File: src/rtl/subtractor_serial_if.sv
// Handshake and operand/result bundle for subtractor_serial.
// master drives the request side; slave is the subtractor.
interface subtractor_serial_if #(
  parameter int unsigned WIDTH = 8
);
  logic             start;
  logic [WIDTH-1:0] a;
  logic [WIDTH-1:0] b;
  logic             signed_mode;
  logic             busy;
  logic             done;
  logic [WIDTH-1:0] s;
  logic             borrow;
  logic             overflow;

  modport master (
    output start, a, b, signed_mode,
    input  busy, done, s, borrow, overflow
  );

  modport slave (
    input  start, a, b, signed_mode,
    output busy, done, s, borrow, overflow
  );
endinterface

File: src/rtl/subtractor_serial.sv
// Serial subtractor: computes a - b over WIDTH/CHUNK clocks, CHUNK bits per clock,
// LSB slice first, with unsigned borrow and optional signed overflow detection.
module subtractor_serial #(
  parameter int unsigned WIDTH = 8,
  parameter int unsigned CHUNK = 1
) (
  input logic                clk,
  input logic                rst,
  subtractor_serial_if.slave bus
);

  localparam int unsigned N  = WIDTH / CHUNK;
  localparam int unsigned CW = (N > 1) ? $clog2(N) : 1;

  typedef enum logic [1:0] {IDLE, RUN, DONE} state_t;

  state_t           state, state_nxt;
  logic             accept;
  logic             last;

  logic [WIDTH-1:0] a_q, b_q, acc_q, acc_nxt;
  logic             sm_q, a_msb_q, b_msb_q, brw_q;
  logic [CW-1:0]    cnt_q;
  logic [CHUNK:0]   slice;

  logic [WIDTH-1:0] s_q;
  logic             borrow_q, overflow_q;

  always_ff @(posedge clk) begin
    if (rst) state <= IDLE;
    else     state <= state_nxt;
  end

  always_comb begin
    state_nxt = state;
    accept    = 1'b0;
    unique case (state)
      IDLE: if (bus.start) begin
        accept    = 1'b1;
        state_nxt = RUN;
      end
      RUN:  if (last) state_nxt = DONE;
      DONE: begin
        accept    = bus.start;
        state_nxt = bus.start ? RUN : IDLE;
      end
      default: state_nxt = IDLE;
    endcase
  end

  // Operands shift right each RUN cycle; the difference slice enters acc from the top,
  // so after N slices acc holds the full result aligned at bit 0.
  always_comb begin
    slice   = {1'b0, a_q[CHUNK-1:0]} - {1'b0, b_q[CHUNK-1:0]} - {{CHUNK{1'b0}}, brw_q};
    acc_nxt = (acc_q >> CHUNK) | (WIDTH'(slice[CHUNK-1:0]) << (WIDTH - CHUNK));
    last    = (cnt_q == CW'(N - 1));
  end

  always_ff @(posedge clk) begin
    if (rst) begin
      a_q        <= '0;
      b_q        <= '0;
      acc_q      <= '0;
      sm_q       <= 1'b0;
      a_msb_q    <= 1'b0;
      b_msb_q    <= 1'b0;
      brw_q      <= 1'b0;
      cnt_q      <= '0;
      s_q        <= '0;
      borrow_q   <= 1'b0;
      overflow_q <= 1'b0;
    end else if (accept) begin
      a_q     <= bus.a;
      b_q     <= bus.b;
      sm_q    <= bus.signed_mode;
      a_msb_q <= bus.a[WIDTH-1];
      b_msb_q <= bus.b[WIDTH-1];
      acc_q   <= '0;
      brw_q   <= 1'b0;
      cnt_q   <= '0;
    end else if (state == RUN) begin
      a_q   <= a_q >> CHUNK;
      b_q   <= b_q >> CHUNK;
      acc_q <= acc_nxt;
      brw_q <= slice[CHUNK];
      cnt_q <= cnt_q + CW'(1);
      if (last) begin
        s_q        <= acc_nxt;
        borrow_q   <= slice[CHUNK];
        overflow_q <= sm_q & (a_msb_q != b_msb_q) & (acc_nxt[WIDTH-1] != a_msb_q);
      end
    end
  end

  assign bus.busy     = (state == RUN);
  assign bus.done     = (state == DONE);
  assign bus.s        = s_q;
  assign bus.borrow   = borrow_q;
  assign bus.overflow = overflow_q;

endmodule

File: src/flat_wrapper.sv
// flat-port wrapper written by rule: the top's interface ports become plain ports
module subtractor_serial_flat 
#(
  parameter int unsigned WIDTH = 8,
  parameter int unsigned CHUNK = 1
)
  (clk, rst, bus_start, bus_a, bus_b, bus_signed_mode, bus_busy, bus_done, bus_s, bus_borrow, bus_overflow);
  subtractor_serial_if #(.WIDTH(WIDTH)) bus_i ();
  input logic clk;
  input logic rst;
  input wire logic [$bits(bus_i.start)-1:0] bus_start;
  input wire logic [$bits(bus_i.a)-1:0] bus_a;
  input wire logic [$bits(bus_i.b)-1:0] bus_b;
  input wire logic [$bits(bus_i.signed_mode)-1:0] bus_signed_mode;
  output wire logic [$bits(bus_i.busy)-1:0] bus_busy;
  output wire logic [$bits(bus_i.done)-1:0] bus_done;
  output wire logic [$bits(bus_i.s)-1:0] bus_s;
  output wire logic [$bits(bus_i.borrow)-1:0] bus_borrow;
  output wire logic [$bits(bus_i.overflow)-1:0] bus_overflow;
  assign bus_i.start = bus_start;
  assign bus_i.a = bus_a;
  assign bus_i.b = bus_b;
  assign bus_i.signed_mode = bus_signed_mode;
  assign bus_busy = bus_i.busy;
  assign bus_done = bus_i.done;
  assign bus_s = bus_i.s;
  assign bus_borrow = bus_i.borrow;
  assign bus_overflow = bus_i.overflow;
  subtractor_serial #(.WIDTH(WIDTH), .CHUNK(CHUNK)) u_core (.clk(clk), .rst(rst), .bus(bus_i));
endmodule
File: config.mk
export PLATFORM = sky130hd
export DESIGN_NAME = subtractor_serial_flat
export DESIGN_NICKNAME = d
export VERILOG_FILES = /design/src/rtl/subtractor_serial_if.sv /design/src/rtl/subtractor_serial.sv /design/src/flat_wrapper.sv
export SDC_FILE = /design/constraint.sdc
export NUM_CORES = 1
export LEC_CHECK = 0
export BUFFER_PORTS_ARGS = -buffer_cell sky130_fd_sc_hd__buf_4
export CORE_MARGIN = 2
export CORE_UTILIZATION = 53
export DETAILED_ROUTE_END_ITERATION = 8
export PLACE_DENSITY = 0.83
export SYNTH_ARGS = -nofsm -noshare
export SYNTH_HDL_FRONTEND = slang
export SYNTH_SLANG_ARGS = --single-unit
File: constraint.sdc
create_clock -name clk -period 1.94 [get_ports clk]
set_clock_uncertainty 0.05 [all_clocks]
set_input_delay 0.388 -clock clk [delete_from_list [all_inputs] [get_ports clk]]
set_output_delay 0.388 -clock clk [all_outputs]
set_load 0.01 [all_outputs]
## Word level (Yosys, flattened, before mapping)

Cells that the tools add are included.

| word-level totals | value |
|---|---|
| bits in registers | 43 |
| bits of input ports | 20 |
| output and inout bits | 12 |
| logic and storage cells | 41 |

| operators by class | value |
|---|---|
| add/subtract/negate cells | 3 |
| eq/ne operators | 7 |
| muxes and demuxes | 10 |
| bitwise gates (word level) | 4 |
| reductions and logical operators | 5 |

Operator list:

| cell | number |
|---|---|
| two-way mux 8 bit | 4 |
| bitwise OR 7 x 8 -> 8 bit | 1 |
| case mux 2 bit (3 select lines) | 1 |
| two-way mux 2 bit | 2 |
| adder 3 x 1 -> 3 bit, second input constant | 1 |
| == test 3 bit, second input constant | 1 |
| AND reduction 3 bit | 1 |
| bitwise AND 1 bit | 2 |
| == test 2 x 1 -> 1 bit, second input constant | 1 |
| == test 2 bit, second input constant | 1 |
| logical NOT 2 bit | 1 |
| two-way mux 1 bit | 2 |
| inequality test 1 bit | 2 |
| inequality test 2 x 1 -> 1 bit, second input constant | 1 |
| inequality test 2 bit, second input constant | 1 |
| case mux 1 bit (2 select lines) | 1 |
| AND reduction 2 bit | 1 |
| nonzero test 2 bit | 1 |
| OR reduction 2 bit | 1 |
| subtractor 1 x 1 -> 2 bit | 1 |
| subtractor 2 x 1 -> 2 bit | 1 |
| inverter 1 bit | 1 |

## Depth between registers and ports, before layout

| depth | value |
|---|---|
| depth after elaboration | 5 |
| gate-level depth with buffers | 6 |
| mapped depth without buffers | 5 |

## Worst setup path before layout

No wires, ideal clock.

| path | value |
|---|---|
| path kind | flip-flop to flip-flop |
| start | reg u_core.brw_q |
| end | reg u_core.overflow_q, in the netlist u_core.bus.overflow |
| setup time | 0.132 ns |
| arrival | 1.239 ns |
| required time | 1.758 ns |
| path slack | 0.519 ns |
| cell stages (with the launch flop) | 5 |
| path buffers | 0 |
| clock period less this slack | 1.421 ns |
| cells stage by stage | dfxtp_1 -> fa_1 -> and3b_1 -> o211ai_1 -> a21oi_1 |

| on the way | value |
|---|---|
| longest elaborated chain between the ends | 4 |

RTL lines:

| element | line | text |
|---|---|---|
| start: declaration | subtractor_serial.sv:22 | `logic sm_q, a_msb_q, b_msb_q, brw_q;` |
| start signal: assignment | subtractor_serial.sv:85 | `brw_q <= slice[CHUNK];` |
| subtractor 2 x 1 -> 2 bit | subtractor_serial.sv:54 | `slice = {1'b0, a_q[CHUNK-1:0]} - {1'b0, b_q[CHUNK-1:0]} - {{CHUNK{1'b0}}, brw_q};` |
| bitwise OR 7 x 8 -> 8 bit | subtractor_serial.sv:55 | `acc_nxt = (acc_q >> CHUNK) \| (WIDTH'(slice[CHUNK-1:0]) << (WIDTH - CHUNK));` |
| inequality test 1 bit | subtractor_serial.sv:90 | `overflow_q <= sm_q & (a_msb_q != b_msb_q) & (acc_nxt[WIDTH-1] != a_msb_q);` |
| bitwise AND 1 bit | subtractor_serial.sv:90 |  |
| end signal: assignment | subtractor_serial.sv:90 |  |
| end: declaration | subtractor_serial.sv:27 | `logic borrow_q, overflow_q;` |

No other way between the ends.
A chain may end at the register's enable or synchronous reset.

## Final worst setup path

| path | value |
|---|---|
| start | reg u_core.state[0] |
| end | out bus_busy |

| on the way | value |
|---|---|
| longest elaborated chain between the ends | 1 |

RTL lines:

| element | line | text |
|---|---|---|
| start: declaration | subtractor_serial.sv:17 | `state_t state, state_nxt;` |
| start signal: assignment | subtractor_serial.sv:31 | `else state <= state_nxt;` |
| == test 2 x 1 -> 1 bit | subtractor_serial.sv:95 | `assign bus.busy = (state == RUN);` |
| end: declaration | flat_wrapper.sv:15 | `output wire logic [$bits(bus_i.busy)-1:0] bus_busy;` |

No other way between the ends.

==> flow_summary.ini <==
[cells_and_area]
nets = 238
finalNonFillerCells = 249
antenna_cells = 0
layout-drive-gt1-share_pct = 19.9
final_core_util_pct = 63.5
areaGrowthSynthToFinish_pct = 16.1

[global_routing]
use_met1_pct = 27.5
grt_busiest_layer = met2
grt_start_max_net_pins = 33
grt_pass1_vias = 1208
grt_usage_pct = 19.8
antenna_found_initial = 0
grt_overflow = 0
grt_pass1_wl_um = 5310
grt_use_met3_pct = 5.24
grt_use_met2_pct = 29.8

[critical_path]
worst-endpoint-arrival_ns = 1.32
crit_type = register to primary output
end_kind = primary output
cp_max_fo = 26
cpMaxStageDelayCell = dfxtp_1
cp_num_buf_inv = 2
required_ns = 1.50
path_cells = nand2b_1 > inv_4 > buf_4
path_delay_family = flip-flops
setup.worst_path.start_class = register
slowest_delay_ns = 0.43

[route]
ant_nets = 0
viasPerCell = 5.61
routed_wl_um = 3120
drt_iter0_drc = 64
first_pass_iters = 4
vias = 1397
wl_per_cell_um = 12.5
post-route-drc-count = 0

[clock_network]
root_buffer = clkbuf_4
cts_buffer_depth = 2
cts_buffers = 5
cts_hold_buf = 0
h-tree-depth = 2
insertion_delay_ns = 0.34
tritoncts = done
post_cts_buffers = 0
clkTransAtPathRegs_ns = 0.11
cts_resized = 0
cts_sinks = 42

[synthesis]
yosysSeqAreaShare_pct = 51.6
synth_edf_count = 0
synth_area_leaders = dfxtp_1, nand2_1, a21oi_1
synth_ff_type = dfxtp_1
syn_area_um2 = 1630
synth_top_area_share_pct = 51.6
synth_cell_types = 28
yosysTopAreaCell = dfxtp_1
synth.avg_cell_area_um2 = 8.67
yosysMostFrequentCell = nand2_1
yosysWarnings = 0
synth_cells = 188
synth_common_cells = nand2_1, dfxtp_1, a21oi_1
ys_seq_elements = 42
syn-num-nets = 211
async_flop_share_pct = 0

[floorplanning]
start_util_pct = 54.7
die_area_um2 = 3530
core-area_um2 = 2980
rows = 20
fp.dieW_um = 59.4
io_pins = 32
die_y_um = 59.4

[sta]
finalCritPeriodShare_pct = 90.5
slew_violations = 0
rsz0062_at_grt = no
fmax_ghz = 0.570
worst_pin_slew_ns = 0.938
timing_hold_violations_final = 0
fin_tns_setup_ns = 0
min_period_ns = 1.75
setup_viol = 0
max_slew_margin_pct = 37.4

[placed_design]
globalplace.congestion = 0.727
numPortBuffers = 31
dp_cells = 241
dp.final_hpwl_um = 2080

[power_and_ir_drop]
power_leakage_nw = 0.724
p_int_mw = 1.16
p_switching_mw = 0.391
comb_power_share_pct = 12.0
ir_drop_uv = 541
power_switching_share_pct = 25.2
power_frac_clock_pct = 28.3
p_seq_share_pct = 59.7
power_density_nw_per_um2 = 820

[status]
outcome = completed

[min_path]
worstHoldPathType = input port to register

[job]
maxCapViolCount = 0
## layout make-up
type | instances | area [um2]
flip-flops and latches | 42 | 841
clock buffers | 7 | 55.1
clock inverters | 1 | 5.00
multi-input cells | 131 | 691
fillers | 269 | 1090
inverters | 2 | 10.0
repair buffers | 33 | 248
well taps | 33 | 41.3
## worst reg2reg max path, stage by stage (launching register included)
cell     delay [ns]
dfxtp_1        0.37
nor2b_1        0.74
a22oi_1        0.17
a21oi_1        0.19
## per-layer routing
layer  share of wire (%)  vias up
met5                   0        -
met4                 1.2        0
met3                 4.7        6
met2                  45       35
met1                  49      654
li1                    -      702
## power by group through the flow
stage	Sequential [mW]	Clock [mW]	Combinational, mW
after floorplan	0.938	0	0.144
after global placement	0.944	0	0.184
after detailed placement	0.944	0	0.185
after CTS	0.925	0.446	0.187
after global routing	0.930	0.489	0.209
final	0.925	0.439	0.186
## registers in the layout (all words and copies together), names as in the netlist, 2 cells and up
register	cells
u_core.a_q	8
u_core.b_q	8
u_core.bus.s	8
u_core.acc_q	7
u_core.cnt_q	3
u_core.state	2
## layout by cell type, fill, tap and decap left out, types with 2 or more instances in the layout
master     n
a21oi_1   26
a22oi_1    3
a311oi_1   3
and3b_1    2
buf_4     33
clkbuf_4   5
dfxtp_1   42
ha_1       2
nand2_1   45
nand2b_1   2
nand3_1    5
nor2_1     7
nor2b_1    2
nor3_1    16
o22ai_1    9
## path summary, 6_finish.rpt
path	slack, ns	cells past startpoint	start	endpoint
worst max-delay path	0.19	3	u_core.state[0]$_SDFFE_PP0P_	bus_busy
worst max register to register	0.36	3	u_core.state[0]$_SDFFE_PP0P_	u_core.b_q[4]$_SDFFE_PP0P_
worst min-delay path	0.25	3	bus_signed_mode	u_core.sm_q$_SDFFE_PP0P_
worst min register to register	0.41	2	u_core.bus.s[1]$_SDFFE_PP0P_	u_core.bus.s[1]$_SDFFE_PP0P_
## per-stage QoR
stage,area [um2],hold WS [ns],power [mW],setup slack (ns)
6_report,1890,0.246,1.55,0.185
5_1_grt,1890,0.245,1.63,0.0823
4_1_cts,1890,0.246,1.56,0.173
3_5_place_dp,1830,0.397,1.13,0.257
3_3_place_gp,1830,0.393,1.13,0.336
2_1_floorplan,1630,0.382,1.08,0.519
## kinds of logic (layout without fill, tap and decap cells)
group	after synthesis	in the layout	synth area share, %
XOR/XNOR	1	1	0.538
AND/OR/NAND/NOR	82	82	22.5
AO/OA/AOI/OAI	45	45	16.6
adder cells (fa/ha/maj)	3	3	2.76
buffers and inverters	15	43	5.99
flip-flops	42	42	51.6
No activity file was read; power rests on OpenSTA's default activity.
